--- src/rtl/estagio_ula_if.sv ---
`default_nettype none
// +--------------------------------------------------------------------+
// | estagio_ula_if : decode-side and mux-side bus of the execute stage |
// | Rev 1.0                                                            |
// +--------------------------------------------------------------------+
interface estagio_ula_if #(
  parameter int LARGURA = 32
) ();
  logic               valido_in;
  logic               pronto_out;
  logic [1:0]         alu_op;
  logic [5:0]         funct;
  logic [LARGURA-1:0] op_a;
  logic [LARGURA-1:0] op_b;
  logic               descarta;
  logic               valido_out;
  logic               pronto_in;
  logic [LARGURA-1:0] entrada1;
  logic [LARGURA-1:0] entrada2;
  logic [LARGURA-1:0] entrada3;
  logic [LARGURA-1:0] entrada4;
  logic [LARGURA-1:0] entrada5;
  logic [LARGURA-1:0] entrada6;
  logic [3:0]         seletor;
  logic               overflow;
  logic               erro;

  modport slave (
    input  valido_in, alu_op, funct, op_a, op_b, descarta, pronto_in,
    output pronto_out, valido_out, entrada1, entrada2, entrada3,
           entrada4, entrada5, entrada6, seletor, overflow, erro
  );

  modport master (
    output valido_in, alu_op, funct, op_a, op_b, descarta, pronto_in,
    input  pronto_out, valido_out, entrada1, entrada2, entrada3,
           entrada4, entrada5, entrada6, seletor, overflow, erro
  );
endinterface
`default_nettype wire

--- src/rtl/estagio_ula.sv ---
`default_nettype none
// +--------------------------------------------------------------------+
// | estagio_ula : registered execute-stage front end, decodes the ALU  |
// | code and precomputes all six candidate results for the result mux  |
// | Rev 1.0                                                            |
// +--------------------------------------------------------------------+
module estagio_ula #(
  parameter int LARGURA = 32
) (
  input  logic         clock,
  input  logic         reset_n,
  estagio_ula_if.slave bus
);
  localparam int MSB = LARGURA - 1;

  localparam logic [3:0] C_OP_AND = 4'b0000;
  localparam logic [3:0] C_OP_OR  = 4'b0001;
  localparam logic [3:0] C_OP_ADD = 4'b0010;
  localparam logic [3:0] C_OP_SUB = 4'b0110;
  localparam logic [3:0] C_OP_SLT = 4'b0111;
  localparam logic [3:0] C_OP_NOR = 4'b1100;

  typedef enum logic {VAZIO = 1'b0, CHEIO = 1'b1} estado_t;

  estado_t r_estado;
  estado_t w_proximo;

  logic               w_valido;
  logic               w_pronto;
  logic               w_aceita;
  logic               w_consome;
  logic [3:0]         w_codigo;
  logic               w_erro;
  logic [LARGURA-1:0] w_soma;
  logic [LARGURA:0]   w_dif_ext;
  logic               w_ovf_add;
  logic               w_ovf_sub;
  logic               w_overflow;

  logic [LARGURA-1:0] r_e1, r_e2, r_e3, r_e4, r_e5, r_e6;
  logic [3:0]         r_seletor;
  logic               r_overflow;
  logic               r_erro;

  assign w_valido  = (r_estado == CHEIO);
  assign w_pronto  = !w_valido || bus.pronto_in;
  assign w_consome = w_valido && bus.pronto_in;
  // A flushed operation must never reach the data registers.
  assign w_aceita  = bus.valido_in && w_pronto && !bus.descarta;

  always_comb begin
    w_codigo = C_OP_ADD;
    w_erro   = 1'b0;
    case (bus.alu_op)
      2'b00: w_codigo = C_OP_ADD;
      2'b01: w_codigo = C_OP_SUB;
      2'b10: begin
        case (bus.funct)
          6'b100100: w_codigo = C_OP_AND;
          6'b100101: w_codigo = C_OP_OR;
          6'b100000: w_codigo = C_OP_ADD;
          6'b100010: w_codigo = C_OP_SUB;
          6'b101010: w_codigo = C_OP_SLT;
          6'b100111: w_codigo = C_OP_NOR;
          default:   w_erro   = 1'b1;
        endcase
      end
      default: w_erro = 1'b1;
    endcase
  end

  // Sign-extended subtraction cannot overflow, so its top bit is the true A<B.
  assign w_soma    = bus.op_a + bus.op_b;
  assign w_dif_ext = {bus.op_a[MSB], bus.op_a} - {bus.op_b[MSB], bus.op_b};
  assign w_ovf_add = (bus.op_a[MSB] == bus.op_b[MSB]) && (w_soma[MSB] != bus.op_a[MSB]);
  assign w_ovf_sub = (bus.op_a[MSB] != bus.op_b[MSB]) && (w_dif_ext[MSB] != bus.op_a[MSB]);

  always_comb begin
    w_overflow = 1'b0;
    if (w_codigo == C_OP_ADD) begin
      w_overflow = w_ovf_add;
    end else if (w_codigo == C_OP_SUB) begin
      w_overflow = w_ovf_sub;
    end
  end

  always_comb begin
    w_proximo = r_estado;
    if (bus.descarta) begin
      w_proximo = VAZIO;
    end else begin
      case (r_estado)
        VAZIO: if (w_aceita) w_proximo = CHEIO;
        CHEIO: begin
          if (w_aceita) begin
            w_proximo = CHEIO;
          end else if (w_consome) begin
            w_proximo = VAZIO;
          end
        end
        default: w_proximo = VAZIO;
      endcase
    end
  end

  always_ff @(posedge clock or negedge reset_n) begin
    if (!reset_n) begin
      r_estado <= VAZIO;
    end else begin
      r_estado <= w_proximo;
    end
  end

  always_ff @(posedge clock or negedge reset_n) begin
    if (!reset_n) begin
      r_e1       <= '0;
      r_e2       <= '0;
      r_e3       <= '0;
      r_e4       <= '0;
      r_e5       <= '0;
      r_e6       <= '0;
      r_seletor  <= 4'b0000;
      r_overflow <= 1'b0;
      r_erro     <= 1'b0;
    end else if (w_aceita) begin
      r_e1       <= bus.op_a & bus.op_b;
      r_e2       <= bus.op_a | bus.op_b;
      r_e3       <= w_soma;
      r_e4       <= w_dif_ext[MSB:0];
      r_e5       <= {{(LARGURA-1){1'b0}}, w_dif_ext[LARGURA]};
      r_e6       <= ~(bus.op_a | bus.op_b);
      r_seletor  <= w_codigo;
      r_overflow <= w_overflow;
      r_erro     <= w_erro;
    end
  end

  assign bus.pronto_out = w_pronto;
  assign bus.valido_out = w_valido;
  assign bus.entrada1   = r_e1;
  assign bus.entrada2   = r_e2;
  assign bus.entrada3   = r_e3;
  assign bus.entrada4   = r_e4;
  assign bus.entrada5   = r_e5;
  assign bus.entrada6   = r_e6;
  assign bus.seletor    = r_seletor;
  assign bus.overflow   = r_overflow;
  assign bus.erro       = r_erro;
endmodule
`default_nettype wire

--- src/flat_wrapper.sv ---
// flat-port wrapper written by rule: the top's interface ports become plain ports
module estagio_ula_flat 
#(
  parameter int LARGURA = 32
)
  (clock, reset_n, bus_valido_in, bus_alu_op, bus_funct, bus_op_a, bus_op_b, bus_descarta, bus_pronto_in, bus_pronto_out, bus_valido_out, bus_entrada1, bus_entrada2, bus_entrada3, bus_entrada4, bus_entrada5, bus_entrada6, bus_seletor, bus_overflow, bus_erro);
  estagio_ula_if #(.LARGURA(LARGURA)) bus_i ();
  input  logic clock;
  input  logic reset_n;
  input wire logic [$bits(bus_i.valido_in)-1:0] bus_valido_in;
  input wire logic [$bits(bus_i.alu_op)-1:0] bus_alu_op;
  input wire logic [$bits(bus_i.funct)-1:0] bus_funct;
  input wire logic [$bits(bus_i.op_a)-1:0] bus_op_a;
  input wire logic [$bits(bus_i.op_b)-1:0] bus_op_b;
  input wire logic [$bits(bus_i.descarta)-1:0] bus_descarta;
  input wire logic [$bits(bus_i.pronto_in)-1:0] bus_pronto_in;
  output wire logic [$bits(bus_i.pronto_out)-1:0] bus_pronto_out;
  output wire logic [$bits(bus_i.valido_out)-1:0] bus_valido_out;
  output wire logic [$bits(bus_i.entrada1)-1:0] bus_entrada1;
  output wire logic [$bits(bus_i.entrada2)-1:0] bus_entrada2;
  output wire logic [$bits(bus_i.entrada3)-1:0] bus_entrada3;
  output wire logic [$bits(bus_i.entrada4)-1:0] bus_entrada4;
  output wire logic [$bits(bus_i.entrada5)-1:0] bus_entrada5;
  output wire logic [$bits(bus_i.entrada6)-1:0] bus_entrada6;
  output wire logic [$bits(bus_i.seletor)-1:0] bus_seletor;
  output wire logic [$bits(bus_i.overflow)-1:0] bus_overflow;
  output wire logic [$bits(bus_i.erro)-1:0] bus_erro;
  assign bus_i.valido_in = bus_valido_in;
  assign bus_i.alu_op = bus_alu_op;
  assign bus_i.funct = bus_funct;
  assign bus_i.op_a = bus_op_a;
  assign bus_i.op_b = bus_op_b;
  assign bus_i.descarta = bus_descarta;
  assign bus_i.pronto_in = bus_pronto_in;
  assign bus_pronto_out = bus_i.pronto_out;
  assign bus_valido_out = bus_i.valido_out;
  assign bus_entrada1 = bus_i.entrada1;
  assign bus_entrada2 = bus_i.entrada2;
  assign bus_entrada3 = bus_i.entrada3;
  assign bus_entrada4 = bus_i.entrada4;
  assign bus_entrada5 = bus_i.entrada5;
  assign bus_entrada6 = bus_i.entrada6;
  assign bus_seletor = bus_i.seletor;
  assign bus_overflow = bus_i.overflow;
  assign bus_erro = bus_i.erro;
  estagio_ula #(.LARGURA(LARGURA)) u_core (.clock(clock), .reset_n(reset_n), .bus(bus_i));
endmodule
--- config.mk ---
export PLATFORM = sky130hd
export DESIGN_NAME = estagio_ula_flat
export DESIGN_NICKNAME = d
export VERILOG_FILES = /design/src/rtl/estagio_ula_if.sv /design/src/rtl/estagio_ula.sv /design/src/flat_wrapper.sv
export SDC_FILE = /design/constraint.sdc
export NUM_CORES = 1
export LEC_CHECK = 0
export BUFFER_PORTS_ARGS = -buffer_cell sky130_fd_sc_hd__buf_2
export CAP_MARGIN = 5
export CORE_ASPECT_RATIO = 0.75
export CORE_UTILIZATION = 49
export DETAILED_ROUTE_END_ITERATION = 7
export PLACE_DENSITY = 0.86
export SLEW_MARGIN = 20
export SYNTH_ARGS = -nofsm -noshare
export SYNTH_HDL_FRONTEND = slang
export SYNTH_SLANG_ARGS = --single-unit
--- constraint.sdc ---
create_clock -name clock -period 1.8 [get_ports clock]
set_input_delay 0.36 -clock clock [delete_from_list [all_inputs] [get_ports clock]]
set_output_delay 0.36 -clock clock [all_outputs]
set_load 0.01 [all_outputs]
After elaboration in Yosys (flattened, before gate mapping)
Cells that the tools add are included. Widths: inputs -> output; s select.

Add/sub/neg operators: 2. Mux-type cells: 11. Eq/ne operators: 14. Reductions and logical operators: 11. Bitwise logic cells: 4.

Operator list (number): $eq 6x6->1 const B (6); $sub 32x32->33 (1); $add 32x32->32 (1); $and 32x32->32 (1); $not 32->32 (1); $or 32x32->32 (1); $pmux 4 s5 (1); $pmux 4 s2 (1); $mux 1 (7); $reduce_or 6->1 (1); $logic_and 1x1->1 (5); $eq 4x2->1 const B (1); $eq 4x3->1 const B (1); $pmux 1 s2 (2); $ne 1x1->1 (3); $eq 2x1->1 const B (1); $eq 2x2->1 const B (1); $logic_not 1->1 (2); $logic_not 2->1 (1); $reduce_or 2->1 (1); $eq 1x1->1 (1); $logic_or 1x1->1 (1); $not 1->1 (1).

Flip-flop bits (word level): 168. Output and inout bits: 200.

Depth between registers and ports, before layout
Word-level depth: 7. Gate-level depth with buffers: 13. Gate-level depth less buffers: 13.

Worst setup path before layout
OpenSTA, ideal clock, no wires.

Kind: in2reg. Start point: input bus_op_b[8]. End point: register u_core.r_e4[29], in the netlist u_core.bus.entrada4[29]. Path buffers: 1. Required time: 1670 ps. Arrival: 2736 ps. Path slack: -1066 ps. Stages on the path: 12. Path through: inv_1 -> ha_1 -> buf_6 -> or3_1 -> or3_4 -> a211oi_4 -> o311ai_2 -> a2111oi_4 -> o21ai_1 -> a31oi_1 -> xnor2_1 -> o21ai_1.

Cells in the longest elaborated chain, start to end: 1.

Ends and longest elaborated chain: from (decl) (RTL line flat_wrapper.sv:14) `input wire logic [$bits(bus_i.op_b)-1:0] bus_op_b;`; $sub 32x32->33 (RTL line estagio_ula.sv:74) `assign w_dif_ext = {bus.op_a[MSB], bus.op_a} - {bus.op_b[MSB], bus.op_b};`; to (signal assigned) (RTL line estagio_ula.sv:129) `r_e4 <= w_dif_ext[MSB:0];`; to (decl) (RTL line estagio_ula.sv:40) `logic [LARGURA-1:0] r_e1, r_e2, r_e3, r_e4, r_e5, r_e6;`.

No other way between the ends. A chain may end at the register's enable or synchronous reset.

Final worst setup path
Start point: input bus_op_a[8]. End point: register u_core.r_e5[0], in the netlist u_core.bus.entrada5[0].

Cells in the longest elaborated chain, start to end: 1.

Ends and longest elaborated chain: from (decl) (RTL line flat_wrapper.sv:13) `input wire logic [$bits(bus_i.op_a)-1:0] bus_op_a;`; $sub 32x32->33 (RTL line estagio_ula.sv:74); to (signal assigned) (RTL line estagio_ula.sv:130) `r_e5 <= {{(LARGURA-1){1'b0}}, w_dif_ext[LARGURA]};`; to (decl) (RTL line estagio_ula.sv:40).

No other way between the ends.

==> impl_table.tex <==
\begin{tabular}{lr}
\hline
Metric & Value \\
\hline
\multicolumn{2}{l}{\textbf{Status}} \\
Run status & complete, but fails checks \\
Violated checks & negative setup slack \\
\multicolumn{2}{l}{\textbf{Logic synthesis}} \\
Sequential cell area fraction in the yosys report & 40.1\% \\
Largest area contributor in the netlist & sky130\_fd\_sc\_hd\_\_dfrtp\_1 \\
Avg Inst Size Synth & 8.29 um2 \\
Post-Synthesis Cells & 1258 \\
Most frequent cell after synthesis & sky130\_fd\_sc\_hd\_\_nand2\_1 \\
Adder-cell area share of the yosys netlist & 12.3\% \\
Share of the synthesized area in compound gates (AO/OA/AOI/OAI) & 16.5\% \\
Mux contribution to synthesized area & 0.204\% \\
Warnings from Yosys & 0 \\
Library cells used by synthesis & 65 \\
Share of flip-flops with an asynchronous set or reset after synthesis & 100\% \\
FF+latch count, synth & 167 \\
XOR/XNOR Fraction of Synth Area & 4.37\% \\
Top cells by area, synth & sky130\_fd\_sc\_hd\_\_dfrtp\_1 40\%, sky130\_fd\_sc\_hd\_\_ha\_1 12\%, sky130\_fd\_sc\_hd\_\_nand2\_1 11\% \\
Combined area of all synthesized cells & 0.0104 mm2 \\
Leading post-synthesis cells by instance count & 310 x sky130\_fd\_sc\_hd\_\_nand2\_1, 167 x sky130\_fd\_sc\_hd\_\_dfrtp\_1, 123 x sky130\_fd\_sc\_hd\_\_o21ai\_0, 103 x sky130\_fd\_sc\_hd\_\_inv\_1, 99 x sky130\_fd\_sc\_hd\_\_ha\_1 \\
EDFF count, synth & 0 \\
Share of Yosys cell area claimed by the top area cell type & 40.1\% \\
Most used flip-flop cell after synthesis & sky130\_fd\_sc\_hd\_\_dfrtp\_1 \\
Share of synthesized cell area in and, or, nand and nor gates & 18.1\% \\
Dominant combinational cell family by area after synthesis & simple AND/OR/NAND/NOR gates \\
\multicolumn{2}{l}{\textbf{CTS}} \\
Master cell of the clock root buffer & sky130\_fd\_sc\_hd\_\_clkbuf\_16 \\
Clk Latency, worst-skew pair & 0.43 ns \\
TritonCTS clock tree & yes \\
\# clock sinks & 167 \\
CTS buffer count & 17 \\
H-tree level count & 4 \\
Largest buffer count on any clock path & 2 \\
Clock slew at the register clock pins of the worst setup and hold paths & 0.07 ns \\
\multicolumn{2}{l}{\textbf{Drt}} \\
Antenna-violating nets left & 0 \\
First-iteration detailed-routing DRC count & 808 \\
Count of unresolved DRC violations after routing & 0 \\
Sum of routed wire length over all layers & 38400 um \\
First-pass DRT Iterations & 8 \\
Via Count & 11.3k \\
Detail-routed net length per standard cell & 18.5 um \\
DR vias/cell & 5.44 \\
\multicolumn{2}{l}{\textbf{Timing}} \\
Final total negative setup slack & -24.72 ns \\
Period Utilization, post-route & 148\% \\
Number of pins exceeding their max-slew limit in the final report & 0 \\
Skew final & 0.00937 ns \\
Worst slew pin tran & 0.613 ns \\
Final critical-path required period & 2.67 ns \\
Relative max-transition margin & 58.9\% \\
Final hold viol count & 0 \\
Worst hold slack & 0.183 ns \\
Final Worst Setup Slack & -0.871 ns \\
RSZ-0062 raised after global routing & yes \\
FMAX & 0.374 GHz \\
Finish-stage setup viols & 52 \\
\multicolumn{2}{l}{\textbf{Placement}} \\
DP Worst Slack & -1.38 ns \\
Global placement routability congestion & 0.943 \\
Post-DP HPWL & 25800 um \\
IO buf count & 245 \\
Placed Cells incl. Taps & 1999 \\
\multicolumn{2}{l}{\textbf{Floorplanning}} \\
Starting density of the core & 50.7\% \\
Top-level I/O count & 277 \\
Vertical extent of the die & 128 um \\
Row Count & 45 \\
Die area & 0.0219 mm2 \\
Core area & 0.0206 mm2 \\
Die W & 170 um \\
\multicolumn{2}{l}{\textbf{Worst hold path}} \\
Classification of the worst-slack hold path & primary input to register \\
WHS Path Cells & 3 \\
\multicolumn{2}{l}{\textbf{Power and ir drop}} \\
Power share of the clock group & 28.0\% \\
Internal cell power & 0.00869 W \\
Switching power as a share of total power & 35.6\% \\
Power per cell area & 830 mW/mm2 \\
Static power due to leakage & 8.46 nW \\
Net Switching & 0.00481 W \\
Fraction of power consumed by combinational cells & 36.7\% \\
Peak VDD IR & 0.000600 V \\
Seq pwr share & 35.3\% \\
\multicolumn{2}{l}{\textbf{GRT}} \\
First-pass GRT wire length & 55600 um \\
Vias in the first global route & 11.0k \\
Largest net degree at the start of global routing & 62 \\
Overall track demand over capacity in global routing & 32.7\% \\
Antenna violations before repair & 0 \\
GRT Residual Overflow & 0 \\
\multicolumn{2}{l}{\textbf{Final layout}} \\
Count of nets after finishing & 1954 \\
Diode insertion count for antenna repair & 0 \\
Growth of design area from synthesis to finish & 56.1\% \\
Non-filler instance count after layout & 2071 \\
Share of cells above drive strength 1 & 43.6\% \\
Filler Cells Inserted & 1215 \\
\multicolumn{2}{l}{\textbf{Worst setup path}} \\
Crit path max-delay family & compound AO/OA/AOI/OAI gates \\
Count of buffer and inverter cells on the critical path & 4 \\
Number of cells traversed by the worst register-to-register path & 8 \\
Setup slack of the most critical reg-to-reg path & -0.05 ns \\
Critical Path Slowest Stage Cell & sky130\_fd\_sc\_hd\_\_or3\_4 \\
Levels on crit path & 14 \\
CP cell instances & buf\_8 -> inv\_4 -> ha\_4 -> or3\_4 -> or3\_4 -> buf\_4 -> nor2\_4 -> o21ai\_4 -> a211oi\_4 -> o41ai\_4 -> buf\_4 -> o311ai\_4 -> a311oi\_1 -> a21o\_1 \\
Worst Path Arrival & 2.98 ns \\
Setup crit end kind & register \\
Crit start category & primary input \\
Biggest cell delay along the critical path & 0.41 ns \\
Required time of the critical path & 2.11 ns \\
Worst-path maximum fanout & 3 \\
Critical path type & primary input to register \\
\multicolumn{2}{l}{\textbf{Flow run}} \\
Maxcap violations & 0 \\
\hline
\end{tabular}
power groups by stage:
stage                     Clock (W)  Sequential (W)  Combinational [W]
final                       0.00378         0.00476            0.00495
after global routing        0.00397         0.00482            0.00531
after CTS                   0.00380         0.00474            0.00449
after detailed placement          0         0.00480            0.00411
after global placement            0         0.00475            0.00398
after floorplan                   0         0.00507            0.00183
path summary, 6_finish.rpt:
check                                        start                 endpoint
setup / recovery                       bus_op_a[8]   u_core.bus.entrada5[0]
hold / removal                       bus_valido_in    u_core.bus.valido_out
setup reg to reg             u_core.bus.valido_out      u_core.bus.overflow
hold reg to reg            u_core.bus.entrada1[18]  u_core.bus.entrada1[18]
max in group asynchronous                  reset_n   u_core.bus.entrada2[4]
min in group asynchronous                  reset_n  u_core.bus.entrada2[30]
per-stage QoR:
| stage | utilization [%] | power [W] | area [um2] |
|---|---|---|---|
| after floorplan | - | 0.00690 | 11000 |
| after global placement | 69.0 | 0.00873 | 14200 |
| after detailed placement | 69.0 | 0.00891 | 14200 |
| after CTS | 75.5 | 0.0130 | 15500 |
| after global routing | 79.2 | 0.0141 | 16300 |
| final | 79.2 | 0.0135 | 16300 |
cell usage in the layout, fill, tap and decap left out, types with 22 or more instances in the layout:
| cell type | instances |
|---|---|
| sky130_fd_sc_hd__buf_4 | 272 |
| sky130_fd_sc_hd__conb_1 | 31 |
| sky130_fd_sc_hd__xnor2_1 | 22 |
| sky130_fd_sc_hd__ha_4 | 23 |
| sky130_fd_sc_hd__nor2_1 | 52 |
| sky130_fd_sc_hd__o21ai_0 | 70 |
| sky130_fd_sc_hd__inv_1 | 79 |
| sky130_fd_sc_hd__nand2_1 | 307 |
| sky130_fd_sc_hd__buf_6 | 47 |
| sky130_fd_sc_hd__a21oi_1 | 35 |
| sky130_fd_sc_hd__buf_2 | 228 |
| sky130_fd_sc_hd__ha_1 | 72 |
| sky130_fd_sc_hd__o21ai_1 | 49 |
| sky130_fd_sc_hd__dfrtp_1 | 167 |
metal layers:
| layer | global-route usage [%] | wire (um) |
|---|---|---|
| met3 | 7.87 | 2630 |
| met1 | 39.2 | 15100 |
| met4 | 13.8 | 1530 |
| met5 | 0 | 0 |
| met2 | 56.6 | 19100 |
registers in the layout, summed over array words and instances, names as in the netlist:
register / flops
u_core.bus.entrada6: 32
u_core.bus.entrada3: 31
u_core.bus.entrada4: 32
u_core.bus.entrada2: 32
u_core.bus.erro: 1
u_core.bus.overflow: 1
u_core.bus.valido_out: 1
u_core.bus.entrada1: 32
u_core.bus.entrada5: 1
u_core.bus.seletor: 4
tightest hold or removal path: cells and delay by family:
kind | cells | cell delay, ns
AND/OR/NAND/NOR | 2 | 0.11
buffers and inverters | 1 | 0.10
cell type report:
type	instances	area, um2	share of cell area (%)
repair buffers	563	4020	24.7
clock inverters	13	144	0.885
clock buffers	19	443	2.72
inverters	105	438	2.69
multi-input cells	922	6700	41.2
flip-flops and latches	167	4180	25.7
well taps	282	353	2.17
logic make-up after synthesis:
kind of cell	after synthesis
and+or+nand+nor	452
AOI/OAI and AO/OA	284
buffers and inverters	199
DFF	167
adders and majority gates	101
xor gates and xnor gates	52
muxes	2
other	1
repair_timing:
action	CTS	global route
setup buffers	21	31
endpoints found under the setup margin	50	72
pin swaps	85	101
gates resized for setup	149	126
hold buffers	1	0
gates cloned	0	1
hold endpoints to repair	16	0
Note: power is estimated with default switching activity, not from simulation.
